--- src/rtl/elastic_pipeline_register.sv ---
// DEPTH-stage elastic pipeline register: valid/ready flow control, clock enable,
// synchronous flush, bubble collapse and a registered occupancy count.
module elastic_pipeline_register #(
    parameter int N      = 8,
    parameter int DEPTH  = 2,
    localparam int CW    = $clog2(DEPTH + 1)
) (
    input  logic          clk,
    input  logic          rst_n,
    input  logic          en,
    input  logic          flush,
    input  logic          in_valid,
    input  logic [N-1:0]  in_data,
    output logic          in_ready,
    output logic          out_valid,
    output logic [N-1:0]  out_data,
    input  logic          out_ready,
    output logic [CW-1:0] count
);

    // Handshake: a transfer happens on a rising edge where valid and ready are both
    // high; valid never depends on ready, ready may depend combinationally on valid
    // and on downstream ready.
    logic [DEPTH-1:0] v_q;
    logic [N-1:0]     d_q [DEPTH];
    logic [CW-1:0]    count_q;
    logic [DEPTH-1:0] free;
    logic             in_xfer;
    logic             out_xfer;

    // A stage can load when any stage at or beyond it is empty, or the output drains.
    always_comb begin
        free = '0;
        for (int i = 0; i < DEPTH; i++) begin
            free[i] = out_ready;
            for (int j = i; j < DEPTH; j++) begin
                if (!v_q[j]) free[i] = 1'b1;
            end
        end
    end

    assign in_ready  = en && !flush && free[0];
    assign in_xfer   = in_valid && in_ready;
    assign out_xfer  = v_q[DEPTH-1] && out_ready && en && !flush;
    assign out_valid = v_q[DEPTH-1];
    assign out_data  = d_q[DEPTH-1];
    assign count     = count_q;

    always_ff @(posedge clk or negedge rst_n) begin
        if (!rst_n) begin
            v_q     <= '0;
            count_q <= '0;
            for (int i = 0; i < DEPTH; i++) d_q[i] <= '0;
        end else if (en) begin
            if (flush) begin
                // Data registers keep stale contents; only validity is cleared.
                v_q     <= '0;
                count_q <= '0;
            end else begin
                if (free[0]) begin
                    v_q[0] <= in_valid;
                    if (in_valid) d_q[0] <= in_data;
                end
                for (int i = 1; i < DEPTH; i++) begin
                    if (free[i]) begin
                        v_q[i] <= v_q[i-1];
                        if (v_q[i-1]) d_q[i] <= d_q[i-1];
                    end
                end
                case ({in_xfer, out_xfer})
                    2'b10:   count_q <= count_q + CW'(1);
                    2'b01:   count_q <= count_q - CW'(1);
                    default: count_q <= count_q;
                endcase
            end
        end
    end

endmodule

--- config.mk ---
export PLATFORM = sky130hd
export DESIGN_NAME = elastic_pipeline_register
export DESIGN_NICKNAME = d
export VERILOG_FILES = /design/src/rtl/elastic_pipeline_register.sv
export SDC_FILE = /design/constraint.sdc
export NUM_CORES = 1
export LEC_CHECK = 0
export CAP_MARGIN = 20
export CORE_MARGIN = 8
export CORE_UTILIZATION = 49
export CTS_BUF_LIST = sky130_fd_sc_hd__clkbuf_4
export DETAILED_ROUTE_END_ITERATION = 8
export PLACE_DENSITY = 0.77
export SLEW_MARGIN = 20
export SYNTH_ARGS = -nofsm -noshare
export SYNTH_HDL_FRONTEND = slang
export SYNTH_SLANG_ARGS = --single-unit
export TNS_END_PERCENT = 5
--- constraint.sdc ---
create_clock -name clk -period 1.8 [get_ports clk]
set_input_delay 0.18 -clock clk [delete_from_list [all_inputs] [get_ports clk]]
set_output_delay 0.18 -clock clk [all_outputs]
set_load 0.03 [all_outputs]
==> Yosys cells after proc, flatten, opt, wreduce, memory -nomap -nowiden <==
Cells that the tools add are included.
{ "word_totals": {"reg_bits": 20, "out_inout_bits": 12, "elab_cells": 33, "inputBits": 14} }
{ "op_classes": {"eq_ne": 2, "n_addsub": 2, "mux": 8, "n_bitwise": 1, "reduce_logical": 15} }
{ "op_table": {"columns": ["operator", "n"], "rows": [
  ["4-bit AND reduction", 2],
  ["1-bit logical AND", 6],
  ["2-bit AND reduction", 3],
  ["1-bit two-way mux", 5],
  ["2-bit two-way mux", 2],
  ["2-bit case mux with 2 select lines", 1],
  ["2-bit nonzero test", 2],
  ["3-bit nonzero test", 1],
  ["2-bit by 1-bit adder with 2-bit output, second input constant", 1],
  ["2-bit by 1-bit equality test with 1-bit output, second input constant", 1],
  ["2-bit equality test, second input constant", 1],
  ["2-bit by 1-bit subtractor with 2-bit output, second input constant", 1],
  ["1-bit logical NOT", 1],
  ["1-bit NOT", 1]
]} }

==> Longest topological paths before layout <==
Gate-level depths: netlist (run 1).
{ "depth": {"word_depth": 7, "ltp_mapped": 6, "depth_no_buf": 4} }

==> Worst setup path before layout (run 1) <==
Ideal clock, no wire load.
{ "synth_path": {"path_type": "reg-to-output", "start": "register v_q[1]", "end": "output port in_ready", "arrival_time_ns": 1.469, "setup_slack_ns": 0.151, "path_stages_with_launch": 3, "t_required_ns": 1.620, "path_buffers": 0, "cell_sequence": "dfrtp_1 and3b_4 nor3_1"} }
{ "synth_via": {"elab_chain_len": 2} }
{ "synth_rtl": {"columns": ["element", "line_no", "source"], "rows": [
  ["start: declaration", "24", "logic [DEPTH-1:0] v_q;"],
  ["start signal: indexed assignment", "66", "v_q[i] <= v_q[i-1];"],
  ["1-bit two-way mux", "37", "if (!v_q[j]) free[i] = 1'b1;"],
  ["1-bit logical AND", "42", "assign in_ready = en && !flush && free[0];"],
  ["end: declaration", "14", "output logic in_ready,"]
]} }
No other way between the ends.

==> Final worst setup path (run 1) <==
{ "layout_path": {"start": "register count_q[0] (netlist: count[0])", "end": "output port count[0]"} }
{ "layout_lines": {"columns": ["element", "line_no", "source"], "rows": [
  ["start: declaration", "26", "logic [CW-1:0] count_q;"],
  ["start signal: assignment", "71", "2'b10: count_q <= count_q + CW'(1);"],
  ["start signal: assignment", "72", "2'b01: count_q <= count_q - CW'(1);"],
  ["start signal: assignment", "73", "default: count_q <= count_q;"],
  ["end: declaration", "18", "output logic [CW-1:0] count"]
]} }
No word-level cell between the ends.

==> reports/results.ini, run 1 <==
[synthesis]
synth_xor_area_frac=0
yosysMostFrequentCell=dfrtp_1
synthAdderAreaFrac=0
synth_area_leaders=dfrtp_1, mux2_2, buf_4
async_flop_share=1.00
syn-num-nets=89
yosysTopAreaCell=dfrtp_1
yosys.area_share.simple=0.103
synth_top_family_by_area=multiplexers
synth_cell_type_count=27
ys_seq_area_frac=0.511
ys_ff_latch=20
ys_dominant_reg_cell=dfrtp_1
yosys_warnings=0
syn_avg_cell_area_sq_um=13.1
synth.area.mux_share=0.184
synth-compound-area-share=0.0996
synth_edf_count=0
synthesis.area_sq_um=980
netlist_top_cells_count=dfrtp_1, mux2_2, buf_4
syn_inst=75
synth.top_cell.area_share=0.511

[layout]
fin_util=0.667
antenna_cells=0
area_growth_pct=30.9
drive_gt1_frac=0.347
fin_nets=113

[die]
ioPinCount=26
fp.dieArea_sq_um=3690
die_height_microns=60.7
start_util=0.510
rows=16
core_sq_um=1920
die_x_microns=60.7

[worst_setup_path]
start_kind=register
crit_arrival_ps=1530
required_ps=1620
crit_buf_inv=1
crit_path_top_delay_cell=clkdlybuf4s50_1
end_kind=primary output
path_delay_family=buffers and inverters
crit_chain=clkdlybuf4s50_1
slowest_delay_ps=730
crit_type=register to primary output
crit_fanout=9

[clock_tree]
post_cts_buffers=0
clk_transition_reported_paths_ps=110
cts.sinks=20
cts-buffers-inserted=3
cts_tree=built
h-tree-depth=1
hold_buffers=0
cts_resized=0
cts.path.max_buffers=2
root_buffer=clkbuf_4
clkLatencyLatePin_ps=300

[pwr]
p_total_w=0.00166
p_leak_nw=0.546
worst_ir_drop_vdd_mv=0.823
powerDensity_nw_per_um2=1290

[job]
max_cap_violations=0

[routing]
via_count=636
drt-vias-per-instance=5.09
ant_nets=0
dr.pass1.iters=4
drtIter0Drc=10
wl_per_cell_microns=14.0
routed_wl_microns=1750
drc_errors=0

[grt]
antenna_found_initial=0
track_usage=0.112
grt_max_degree=21
grt_pass1_wl_microns=3050
grt_pass1_vias=662
grt_overflow=0

[sta]
tightest_slew_ps=318
slew_headroom=0.787
fin_ws_ps=92.2
hold_violations=0
rsz0062_at_grt=no
slew_viol_final=0
setup_tns_ps=0
fin_crit_sh=0.949
fin_skew_ps=11.0
finalSetupViolations=0
clock.fmax_mhz=586
period_needed_ps=1710
holdWs_ps=196

[status]
outcome=finished clean

[placement]
dp_worst_setup_slack_ps=82.4
io_buffers=25
detailed_place_hpwl_microns=1360
gp_congestion=0.877

[worst_hold_path]
hp-class=input port to asynchronous set/reset pin

[per-layer routing]
| layer | GRT usage | part of all wire |
|---|---|---|
| met4 | 0.0399 | 0.0097 |
| met2 | 0.169 | 0.46 |
| met3 | 0.0403 | 0.045 |
| met1 | 0.143 | 0.48 |
| met5 | 0 | 0 |
[layout make-up]
type                       instances  area (sq um)
fill                             162           639
clock buffer                       3          22.5
inverter                           3          11.3
timing repair buffer              31           305
multi-input combinational         40           379
clock inverter                     1          30.0
tap                               27          33.8
sequential                        20           500
[stage by stage]
stage               cell area [sq um]  cells
floorplan                         980     75
global placement                 1230    121
detailed placement               1230    121
CTS                              1280    125
global route                     1280    125
finish                           1280    125
[logic make-up after synthesis]
| group | after synthesis |
|---|---|
| AND/OR/NAND/NOR | 13 |
| multiplexers | 16 |
| buffers and inverters | 15 |
| flip-flops | 20 |
| AO/OA/AOI/OAI | 11 |
[report_power, final]
| group | total [W] | internal (W) | leakage, nW | switching, W |
|---|---|---|---|---|
| Combinational | 0.000634 | 0.000313 | 0.274 | 0.000322 |
| Sequential | 0.000667 | 0.000582 | 0.244 | 0.0000847 |
| Clock | 0.000357 | 0.000225 | 0.0279 | 0.000132 |
[worst paths after layout]
path	startpoint	endpoint	slack, ps	cells past startpoint
worst max register to register	v_q[1]	d_q[9]	280	4
max in group asynchronous	rst_n	v_q[0]	1390	2
worst max-delay path	count[0]	count[0]	90	1
worst min register to register	d_q[8]	d_q[8]	520	1
min in group clk	in_data[7]	d_q[15]	490	2
worst min-delay path	rst_n	d_q[14]	200	2
[registers in the layout, indices dropped and copies added (netlist names)]
name	count
count	2
v_q	2
out_data	8
d_q	8
[placed cells by master, fill, tap and decap left out, types with 2 or more instances in the layout]
cell             count
clkdlybuf4s50_1     24
dfrtp_1             20
mux2_2              16
buf_4                6
nand2_1              4
inv_1                3
clkbuf_4             3
nor3_1               2
a21oi_1              2
(Power assumes the default switching activity.)
==> run 2, diff against run 1 <==
Settings changed: MAX_ROUTING_LAYER set to met4.
==> reports/results.ini, run 2 (synthesis gave the netlist of run 1 again) <==
[clock_tree]
cts.path.max_buffers=2
cts-buffers-inserted=3
post_cts_buffers=0
cts_resized=0
h-tree-depth=1
cts.sinks=20
root_buffer=clkbuf_4
hold_buffers=0
cts_tree=built
clk_transition_reported_paths_ps=110
clkLatencyLatePin_ps=300

[pwr]
powerDensity_nw_per_um2=1290
p_total_w=0.00166
p_comb_frac=0.383
p_leak_nw=0.546
sw_frac_of_total=0.325
p_int_w=0.00112
clkPwrFrac=0.215
pwr-share-seq=0.402
worst_ir_drop_vdd_mv=0.823
p_switching_w=0.000539

[sta]
rsz0062_at_grt=no
fin_skew_ps=11.0
holdWs_ps=195
setup_tns_ps=0
finalSetupViolations=0
slew_viol_final=0
slew_headroom=0.789
hold_violations=0
tightest_slew_ps=316
clock.fmax_mhz=582
period_needed_ps=1720
fin_crit_sh=0.955

[placement]
io_buffers=25
detailed_place_hpwl_microns=1360
gp_congestion=0.891
place_inst=121

[layout]
antenna_cells=0
area_growth_pct=30.9
final_cell_mix=clkdlybuf4s50_1, dfrtp_1, mux2_2, buf_4, nand2_1
drive_gt1_frac=0.347
fin_cells=125
layout_commonest_cell=clkdlybuf4s50_1
fin_util=0.667
fin_nets=113

[worst_hold_path]
hp-class=input port to asynchronous set/reset pin

[worst_setup_path]
crit_type=register to primary output
crit_chain=clkdlybuf4s50_1
slowest_delay_ps=730
crit_fanout=9
crit_path_top_delay_cell=clkdlybuf4s50_1
start_kind=register
crit_buf_inv=1
required_ps=1620
path_delay_family=buffers and inverters
end_kind=primary output
crit_arrival_ps=1540

[grt]
grt_overflow=0
grt_max_degree=21
antenna_found_initial=0
grt_pass1_wl_microns=3040
track_usage=0.114
grt_pass1_vias=672

[die]
die_x_microns=60.7
start_util=0.510
ioPinCount=26
core_sq_um=1920
die_height_microns=60.7
rows=16
fp.dieArea_sq_um=3690

[routing]
dr.pass1.iters=5
drtIter0Drc=13
drc_errors=0
ant_nets=0
via_count=642
wl_per_cell_microns=14.0
drt-vias-per-instance=5.14
routed_wl_microns=1750

[job]
max_cap_violations=0

[status]
outcome=finished clean

## run 2: cell counts in the layout (fill, tap and decap cells not counted)
No cell type changed its count.
## run 2: path summary, 6_finish.rpt
check | startpoint | end | slack [ps] | cells past startpoint
setup / recovery | count[0] | count[0] | 80 | 1
hold / removal | rst_n | d_q[14] | 200 | 2
setup reg to reg | v_q[1] | d_q[9] | 280 | 4
hold reg to reg | d_q[8] | d_q[8] | 520 | 1
max in group asynchronous | rst_n | v_q[0] | 1390 | 2
min in group clk | in_data[7] | d_q[15] | 480 | 2
## run 2: cell type report
type	count	area, sq um
fillers	162	639
flip-flops and latches	20	500
multi-input cells	40	379
repair buffers	31	305
well taps	27	33.8
clock inverters	1	30.0
clock buffers	3	22.5
inverters	3	11.3
## run 2: through the flow
| step | worst slack, ps | cell area, sq um |
|---|---|---|
| after CTS | 69.0 | 1280 |
| after global placement | 112 | 1230 |
| after floorplan | 151 | 980 |
| final | 81.4 | 1280 |
| after detailed placement | 82.4 | 1230 |
| after global routing | 7.20 | 1280 |
## run 2: worst register-to-register path, cell delays in order, from the launching register on
cell and delay, ps:
dfrtp_1 480, and3b_4 250, nor3_4 200, buf_12 160, mux2_2 330
## run 2: power groups by stage
stage / registers [W] / clock network, W / logic [W]
2_1_floorplan: 0.000686 / 0 / 0.000461
3_3_place_gp: 0.000671 / 0 / 0.000632
3_5_place_dp: 0.000677 / 0 / 0.000641
4_1_cts: 0.000668 / 0.000367 / 0.000645
5_1_grt: 0.000686 / 0.000395 / 0.000672
6_report: 0.000667 / 0.000357 / 0.000634
## run 2: metal layers
| layer | vias up | GRT usage | part of all wire | wire length, microns |
|---|---|---|---|---|
| li1 | 306 | - | - | - |
| met1 | 312 | 0.143 | 0.48 | 841 |
| met2 | 22 | 0.169 | 0.46 | 806 |
| met3 | 2 | 0.0339 | 0.050 | 87 |
| met4 | 0 | 0.0399 | 0.0097 | 17 |
| met5 | - | - | 0 | 0 |
